`src/rtl/cmp_search_ctrl.sv`:
```
// Binary-search controller: drives a comparator probe and narrows a [lo, hi]
// window from the returned less/equal/greater flags until the target is found.
module cmp_search_ctrl #(
    parameter  int N  = 4,
    localparam int SW = $clog2(N + 2)
) (
    input  logic          clk_i,
    input  logic          rst_i,
    input  logic          start_i,
    output logic [N-1:0]  probe_o,
    input  logic          cmp_less_i,
    input  logic          cmp_equal_i,
    input  logic          cmp_greater_i,
    output logic          busy_o,
    output logic          done_o,
    output logic          found_o,
    output logic          error_o,
    output logic [N-1:0]  result_o,
    output logic [SW-1:0] steps_o
);

    typedef enum logic [1:0] {
        S_IDLE,
        S_SEARCH,
        S_DONE
    } state_t;

    localparam logic [N-1:0] MAXV = '1;
    localparam logic [N-1:0] MIDV = MAXV >> 1;

    state_t        state_q, state_d;
    logic [N-1:0]  lo_q, lo_d;
    logic [N-1:0]  hi_q, hi_d;
    logic [N-1:0]  probe_q, probe_d;
    logic          found_q, found_d;
    logic          error_q, error_d;
    logic [N-1:0]  result_q, result_d;
    logic [SW-1:0] steps_q, steps_d;

    logic [N-1:0]  lo_n;
    logic [N-1:0]  hi_n;
    logic          upd;
    logic [N:0]    sum;
    logic [2:0]    flags;

    assign flags = {cmp_less_i, cmp_equal_i, cmp_greater_i};

    always_comb begin
        state_d  = state_q;
        lo_d     = lo_q;
        hi_d     = hi_q;
        probe_d  = probe_q;
        found_d  = found_q;
        error_d  = error_q;
        result_d = result_q;
        steps_d  = steps_q;
        lo_n     = lo_q;
        hi_n     = hi_q;
        upd      = 1'b0;
        sum      = '0;

        case (state_q)
            S_IDLE: begin
                if (start_i) begin
                    state_d  = S_SEARCH;
                    lo_d     = '0;
                    hi_d     = MAXV;
                    probe_d  = MIDV;
                    found_d  = 1'b0;
                    error_d  = 1'b0;
                    result_d = '0;
                    steps_d  = '0;
                end
            end

            S_SEARCH: begin
                steps_d = steps_q + SW'(1);
                case (flags)
                    3'b010: begin
                        result_d = probe_q;
                        found_d  = 1'b1;
                        state_d  = S_DONE;
                    end
                    3'b100: begin
                        if (probe_q == MAXV) begin
                            error_d = 1'b1;
                            state_d = S_DONE;
                        end else begin
                            lo_n = probe_q + N'(1);
                            upd  = 1'b1;
                        end
                    end
                    3'b001: begin
                        if (probe_q == '0) begin
                            error_d = 1'b1;
                            state_d = S_DONE;
                        end else begin
                            hi_n = probe_q - N'(1);
                            upd  = 1'b1;
                        end
                    end
                    default: begin
                        error_d = 1'b1;
                        state_d = S_DONE;
                    end
                endcase

                // Midpoint uses one extra bit so lo=hi=max cannot wrap.
                if (upd) begin
                    lo_d = lo_n;
                    hi_d = hi_n;
                    if (lo_n > hi_n) begin
                        error_d = 1'b1;
                        state_d = S_DONE;
                    end else begin
                        sum     = {1'b0, lo_n} + {1'b0, hi_n};
                        probe_d = sum[N:1];
                    end
                end
            end

            S_DONE: begin
                state_d = S_IDLE;
            end

            default: begin
                state_d = S_IDLE;
            end
        endcase
    end

    always_ff @(posedge clk_i) begin
        if (rst_i) begin
            state_q  <= S_IDLE;
            lo_q     <= '0;
            hi_q     <= '0;
            probe_q  <= '0;
            found_q  <= 1'b0;
            error_q  <= 1'b0;
            result_q <= '0;
            steps_q  <= '0;
        end else begin
            state_q  <= state_d;
            lo_q     <= lo_d;
            hi_q     <= hi_d;
            probe_q  <= probe_d;
            found_q  <= found_d;
            error_q  <= error_d;
            result_q <= result_d;
            steps_q  <= steps_d;
        end
    end

    assign probe_o  = probe_q;
    assign busy_o   = (state_q == S_SEARCH);
    assign done_o   = (state_q == S_DONE);
    assign found_o  = found_q;
    assign error_o  = error_q;
    assign result_o = result_q;
    assign steps_o  = steps_q;

endmodule

```
`config.mk`:
```
export PLATFORM = sky130hd
export DESIGN_NAME = cmp_search_ctrl
export DESIGN_NICKNAME = d
export VERILOG_FILES = /design/src/rtl/cmp_search_ctrl.sv
export SDC_FILE = /design/constraint.sdc
export NUM_CORES = 1
export LEC_CHECK = 0
export ABC_AREA = 1
export BUFFER_PORTS_ARGS = -buffer_cell sky130_fd_sc_hd__buf_2
export CAP_MARGIN = 20
export CORE_MARGIN = 3
export CORE_UTILIZATION = 61
export CTS_BUF_LIST = sky130_fd_sc_hd__clkbuf_8 sky130_fd_sc_hd__clkbuf_16
export DETAILED_ROUTE_END_ITERATION = 6
export GPL_ROUTABILITY_DRIVEN = 0
export HOLD_SLACK_MARGIN = 0.1
export PLACE_DENSITY = 0.95
export SLEW_MARGIN = 10
export SYNTH_ARGS = -nofsm -noshare
export SYNTH_HDL_FRONTEND = slang
export SYNTH_SLANG_ARGS = --single-unit
```
`constraint.sdc`:
```
create_clock -name clk_i -period 4.4 [get_ports clk_i]
set_input_delay 0.66 -clock clk_i [delete_from_list [all_inputs] [get_ports clk_i]]
set_output_delay 0.66 -clock clk_i [all_outputs]
set_load 0.005 [all_outputs]
```
# Word level (Yosys, flattened, before mapping)
# Cells that the tools add are included.
[word_totals] wordCells=70 ff_bits=23
[op_classes] n_addsub=4 n_eq_ne=10 mux=40 magnitude_cmp=1 reduce_logical=7
[op_table] cell="$mux W4" count=14
[op_table] cell="$pmux W4 S2" count=4
[op_table] cell="$mux W2" count=5
[op_table] cell="$mux W1" count=9
[op_table] cell="$pmux W2 S2" count=2
[op_table] cell="$pmux W1 S2" count=3
[op_table] cell="$pmux W3 S2" count=1
[op_table] cell="$reduce_and A3 Y1" count=2
[op_table] cell="$add A4 B4 Y5" count=1
[op_table] cell="$add A4 B1 Y4 const B" count=1
[op_table] cell="$eq A4 B4 Y1 const B" count=1
[op_table] cell="$gt A4 B4 Y1" count=1
[op_table] cell="$logic_not A4 Y1" count=1
[op_table] cell="$ne A2 B1 Y1 const B" count=2
[op_table] cell="$ne A2 B2 Y1 const B" count=2
[op_table] cell="$reduce_and A4 Y1" count=1
[op_table] cell="$sub A4 B1 Y4 const B" count=1
[op_table] cell="$add A3 B1 Y3 const B" count=1
[op_table] cell="$eq A3 B1 Y1 const B" count=1
[op_table] cell="$eq A3 B2 Y1 const B" count=1
[op_table] cell="$eq A3 B3 Y1 const B" count=1
[op_table] cell="$mux W3" count=1
[op_table] cell="$pmux W1 S3" count=1
[op_table] cell="$eq A2 B1 Y1 const B" count=1
[op_table] cell="4 further kinds" count=4

# Logic depth before layout (Yosys ltp)
[logic_depth] depth_word=8 ltp_mapped=17 depth_no_buf=17

# Worst setup path after synthesis
# Ideal clock, no wire load.
[synth_timing] kind="in2reg" startpoint="in cmp_less_i" endpoint="reg probe_q[1], in the netlist probe_o[1]" slack_ns=2.067 arrival_time_ns=2.223 stages=13 required_ns=4.290 cell_sequence="inv_1 nand3_1 inv_2 nand2_8 o21ai_1 ha_1 inv_1 fa_1 nand2_1 nor3b_1 nand4_1 nand2_1 nor2_1"
[synth_between] elab_chain_len=7
[synth_lines] element="start, declared" line="11" rtl="input logic cmp_less_i,"
[synth_lines] element="$eq A3 B3 Y1 / $eq A3 B1 Y1 (equally long branches)" line="78" rtl="case (flags)"
[synth_lines] element="$mux W4" line="78"
[synth_lines] element="$mux W4" line="62" rtl="case (state_q)"
[synth_lines] element="$add A4 B4 Y5" line="116" rtl="sum = {1'b0, lo_n} + {1'b0, hi_n};"
[synth_lines] element="$mux W4" line="112" rtl="if (lo_n > hi_n) begin"
[synth_lines] element="$mux W4" line="109" rtl="if (upd) begin"
[synth_lines] element="$pmux W4 S2" line="62"
[synth_lines] element="end signal, assigned" line="146" rtl="probe_q <= probe_d;"
[synth_lines] element="end, declared" line="34" rtl="logic [N-1:0] probe_q, probe_d;"
# Parallel ways exist; a longest one is shown, timed or not. The select of a mux whose other input is x is not followed.
# A chain may end at the register's enable or synchronous reset.

# Worst setup path after layout
[layout_timing] startpoint="reg probe_q[0], in the netlist probe_o[0]" endpoint="reg probe_q[3], in the netlist probe_o[3]"
[layout_between] elab_chain_len=8
[layout_lines] element="$add A4 B1 Y4, or another cell as far along" line="89" rtl="lo_n = probe_q + N'(1);"
[layout_lines] element="$mux W4 (on tied branches)" line="85, 94"
[layout_lines] element="$mux W4" line="78"
[layout_lines] element="$mux W4" line="62"
[layout_lines] element="$add A4 B4 Y5" line="116"
[layout_lines] element="$mux W4" line="112"
[layout_lines] element="$mux W4" line="109"
[layout_lines] element="$pmux W4 S2" line="62"
# Parallel ways exist; a longest one is shown, timed or not. The select of a mux whose other input is x is not followed.

==> flow_metrics.py <==
metrics = {
    "status": {
        "status": "finished, final reports clean",
    },
    "yosys": {
        "synth_cell_types": 31,
        "synth_area_um2": 1550,
        "syn_inst": 212,
        "syn_nets": 230,
        "ys_warn_count": 0,
        "syn_avg_cell_area_um2": 7.31,
        "ys_ff_latch": 23,
        "ys_seq_area_share_pct": 29.7,
    },
    "timing": {
        "worst_slack_ns": 1.66,
        "slew_headroom_pct": 71.6,
        "fin_worst_skew_ns": 0.00272,
        "setup_viol": 0,
        "rsz0062_at_grt": "no",
        "worst_pin_slew_ns": 0.426,
        "period_needed_ns": 2.74,
        "hold_viol_final": 0,
        "fmax_ghz": 0.365,
        "period_share_pct": 62.2,
        "final-max-slew-violation-count": 0,
        "fin_setup_tns_ns": 0,
    },
    "floorplanning": {
        "die_x_um": 56.4,
        "core_area_um2": 2320,
        "start_util_pct": 66.8,
        "ios": 21,
        "die_height_um": 56.4,
        "die_area_um2": 3180,
        "fp-row-count": 17,
    },
    "global_routing": {
        "grt_pass1_vias": 1428,
        "overflow": 0,
        "antenna_found_initial": 0,
        "grt_max_degree": 15,
        "grt_usage_pct": 24.1,
        "grt_pass1_wl_um": 6120,
    },
    "critical_path": {
        "crit_type": "reg -> reg",
        "worstPathArrival_ns": 2.95,
        "cp-end-kind": "flop",
        "cp_max_fo": 9,
        "cp-start-kind": "flop",
        "r2r_cells": 13,
        "crit_required_ns": 4.61,
    },
    "place": {
        "place_area_um2": 1650,
        "dp_hpwl_um": 2730,
        "dp_slack_ns": 1.68,
        "port_buffers": 20,
    },
    "cells_and_area": {
        "area_growth_syn_to_layout_pct": 9.94,
        "final_util_pct": 73.4,
        "nets": 251,
        "stdcell_area_um2": 1700,
        "antennaDiodeCount": 0,
        "layout-drive-gt1-share_pct": 23.7,
    },
    "routing": {
        "ant_nets": 0,
        "drtIter0Drc": 54,
        "vias_per_cell": 5.52,
        "wl_per_cell_um": 13.4,
        "num_vias": 1436,
        "drc_errors": 0,
        "first_pass_iters": 4,
        "wl_um": 3490,
    },
    "pwr": {
        "finalPower_uw": 652,
        "p_per_area_nw_per_um2": 383,
        "peakVddDrop_mv": 0.352,
        "p_leak_uw": 0.000852,
    },
    "clock_network": {
        "cts_tree": "built",
        "cts_resized": 0,
        "holdBufCountCts": 0,
        "htreeDepth": 1,
        "insertion_delay_ns": 0.27,
        "cts.clk_slew.worst_paths_ns": 0.09,
        "post_cts.repair.setup_buffers": 0,
        "cts.sinks": 23,
        "cts.path.max_buffers": 2,
        "cts_buffers": 3,
        "cts-root-buf": "clkbuf_8",
    },
    "hold_path": {
        "hold_depth": 1,
        "hold_class": "reg -> reg",
    },
    "flow_run": {
        "drv_cap": 0,
    },
}
==> stage by stage <==
step                      hold WS, ns  std cells
after floorplan                 0.439        212
after global placement          0.440        256
after detailed placement        0.450        256
after CTS                       0.464        260
after global routing            0.498        260
final                           0.461        260
==> Yosys cell counts <==
library cell | number | area share, %
nand2_1 | 50 | 12
nor2_1 | 24 | 5.8
dfxtp_1 | 23 | 30
inv_1 | 23 | 5.6
a21oi_1 | 14 | 4.5
nand3_1 | 12 | 3.9
ha_1 | 11 | 8.9
inv_2 | 6 | 1.5
o21ai_2 | 6 | 3.4
nand2_4 | 5 | 3.6
o21ai_0 | 4 | 1.3
a21oi_2 | 3 | 1.7
nand3_2 | 3 | 1.9
o21ai_1 | 3 | 0.97
xor2_1 | 3 | 1.7
buf_6 | 2 | 1.5
clkbuf_1 | 2 | 0.48
nand2_2 | 2 | 0.81
nand2_8 | 2 | 2.6
nand4_1 | 2 | 0.81
nor2_4 | 2 | 1.5
clkinv_1 | 1 | 0.24
fa_1 | 1 | 1.3
inv_4 | 1 | 0.40
nand3_4 | 1 | 1.1
nor3_1 | 1 | 0.32
nor3b_1 | 1 | 0.48
o211ai_1 | 1 | 0.48
o21bai_1 | 1 | 0.48
or2_1 | 1 | 0.40
xnor2_1 | 1 | 0.57
==> cell usage in the layout (no fill, tap or decap) <==
master and n:
nand2_1 50, nor2_1 24, inv_1 23, dfxtp_1 23, buf_2 20, a21oi_1 14, nand3_1 12, ha_1 11
inv_2 6, o21ai_2 6, nand2_4 5, o21ai_0 4, nand3_2 3, xor2_1 3, o21ai_1 3, a21oi_2 3
clkbuf_8 3, nand2_2 2, nor2_4 2, nand2_8 2, nand4_1 2, inv_4 1, or2_1 1, clkinv_1 1
o21bai_1 1, xnor2_1 1, nand3_4 1, o211ai_1 1, nor3_1 1, nor3b_1 1, fa_1 1, clkinvlp_4 1
==> worst max-delay path, stage by stage (launching register included) <==
cell	delay (ns)
dfxtp_1	0.52
inv_1	0.14
ha_1	0.29
nand2_4	0.12
nand2_8	0.09
o21ai_1	0.26
ha_1	0.24
inv_1	0.06
fa_1	0.41
o21ai_0	0.23
nand2_1	0.07
nand4_1	0.10
nand2_1	0.06
nor2_1	0.10
==> metal layers <==
layer / part of all wire (%) / routed length, µm / GRT usage [%] / vias up
met5: 0 / 0 / 0 / -
met4: 0.75 / 26 / 9.83 / 0
met3: 7.2 / 252 / 6.44 / 4
met2: 50 / 1730 / 40.2 / 61
met1: 42 / 1480 / 29.0 / 662
li1: - / - / - / 709
==> flip-flops by register name (all words and copies together) (netlist names) <==
name	flops
hi_q	4
lo_q	4
probe_o	4
result_o	4
steps_o	3
state_q	2
error_o	1
found_o	1
==> power by group <==
part / internal, µW / leakage, µW / switching, µW / total, µW
clock network: 64.2 / 0.0000217 / 72.4 / 137
registers: 230 / 0.000188 / 31.6 / 262
logic: 89.3 / 0.000642 / 164 / 253
total: 384 / 0.000852 / 268 / 652
==> cells by family after synthesis <==
logic type / share of synthesized area [%]
adder cells (fa/ha/maj): 10.2
flip-flops: 29.7
AO/OA/AOI/OAI: 12.8
buffers and inverters: 9.61
XOR/XNOR: 2.26
AND/OR/NAND/NOR: 35.4
==> path summary, 6_finish.rpt <==
kind / from / end / slack (ns)
worst max-delay path: probe_o[0]$_SDFFE_PP0P_ / probe_o[3]$_SDFFE_PP0P_ / 1.66
worst max register to register: probe_o[0]$_SDFFE_PP0P_ / probe_o[3]$_SDFFE_PP0P_ / 1.66
worst min-delay path: steps_o[2]$_SDFFE_PP0P_ / steps_o[2]$_SDFFE_PP0P_ / 0.46
worst min register to register: steps_o[2]$_SDFFE_PP0P_ / steps_o[2]$_SDFFE_PP0P_ / 0.46
==> final cells by class <==
class	count	area, µm²
Tap cell	28	35.0
Clock buffer	3	41.3
Multi-Input combinational cell	154	940
Fill cell	185	616
Clock inverter	1	7.51
Sequential cell	23	460
Timing Repair Buffer	20	100
Inverter	31	119
Power figures use the tool's default switching activity.
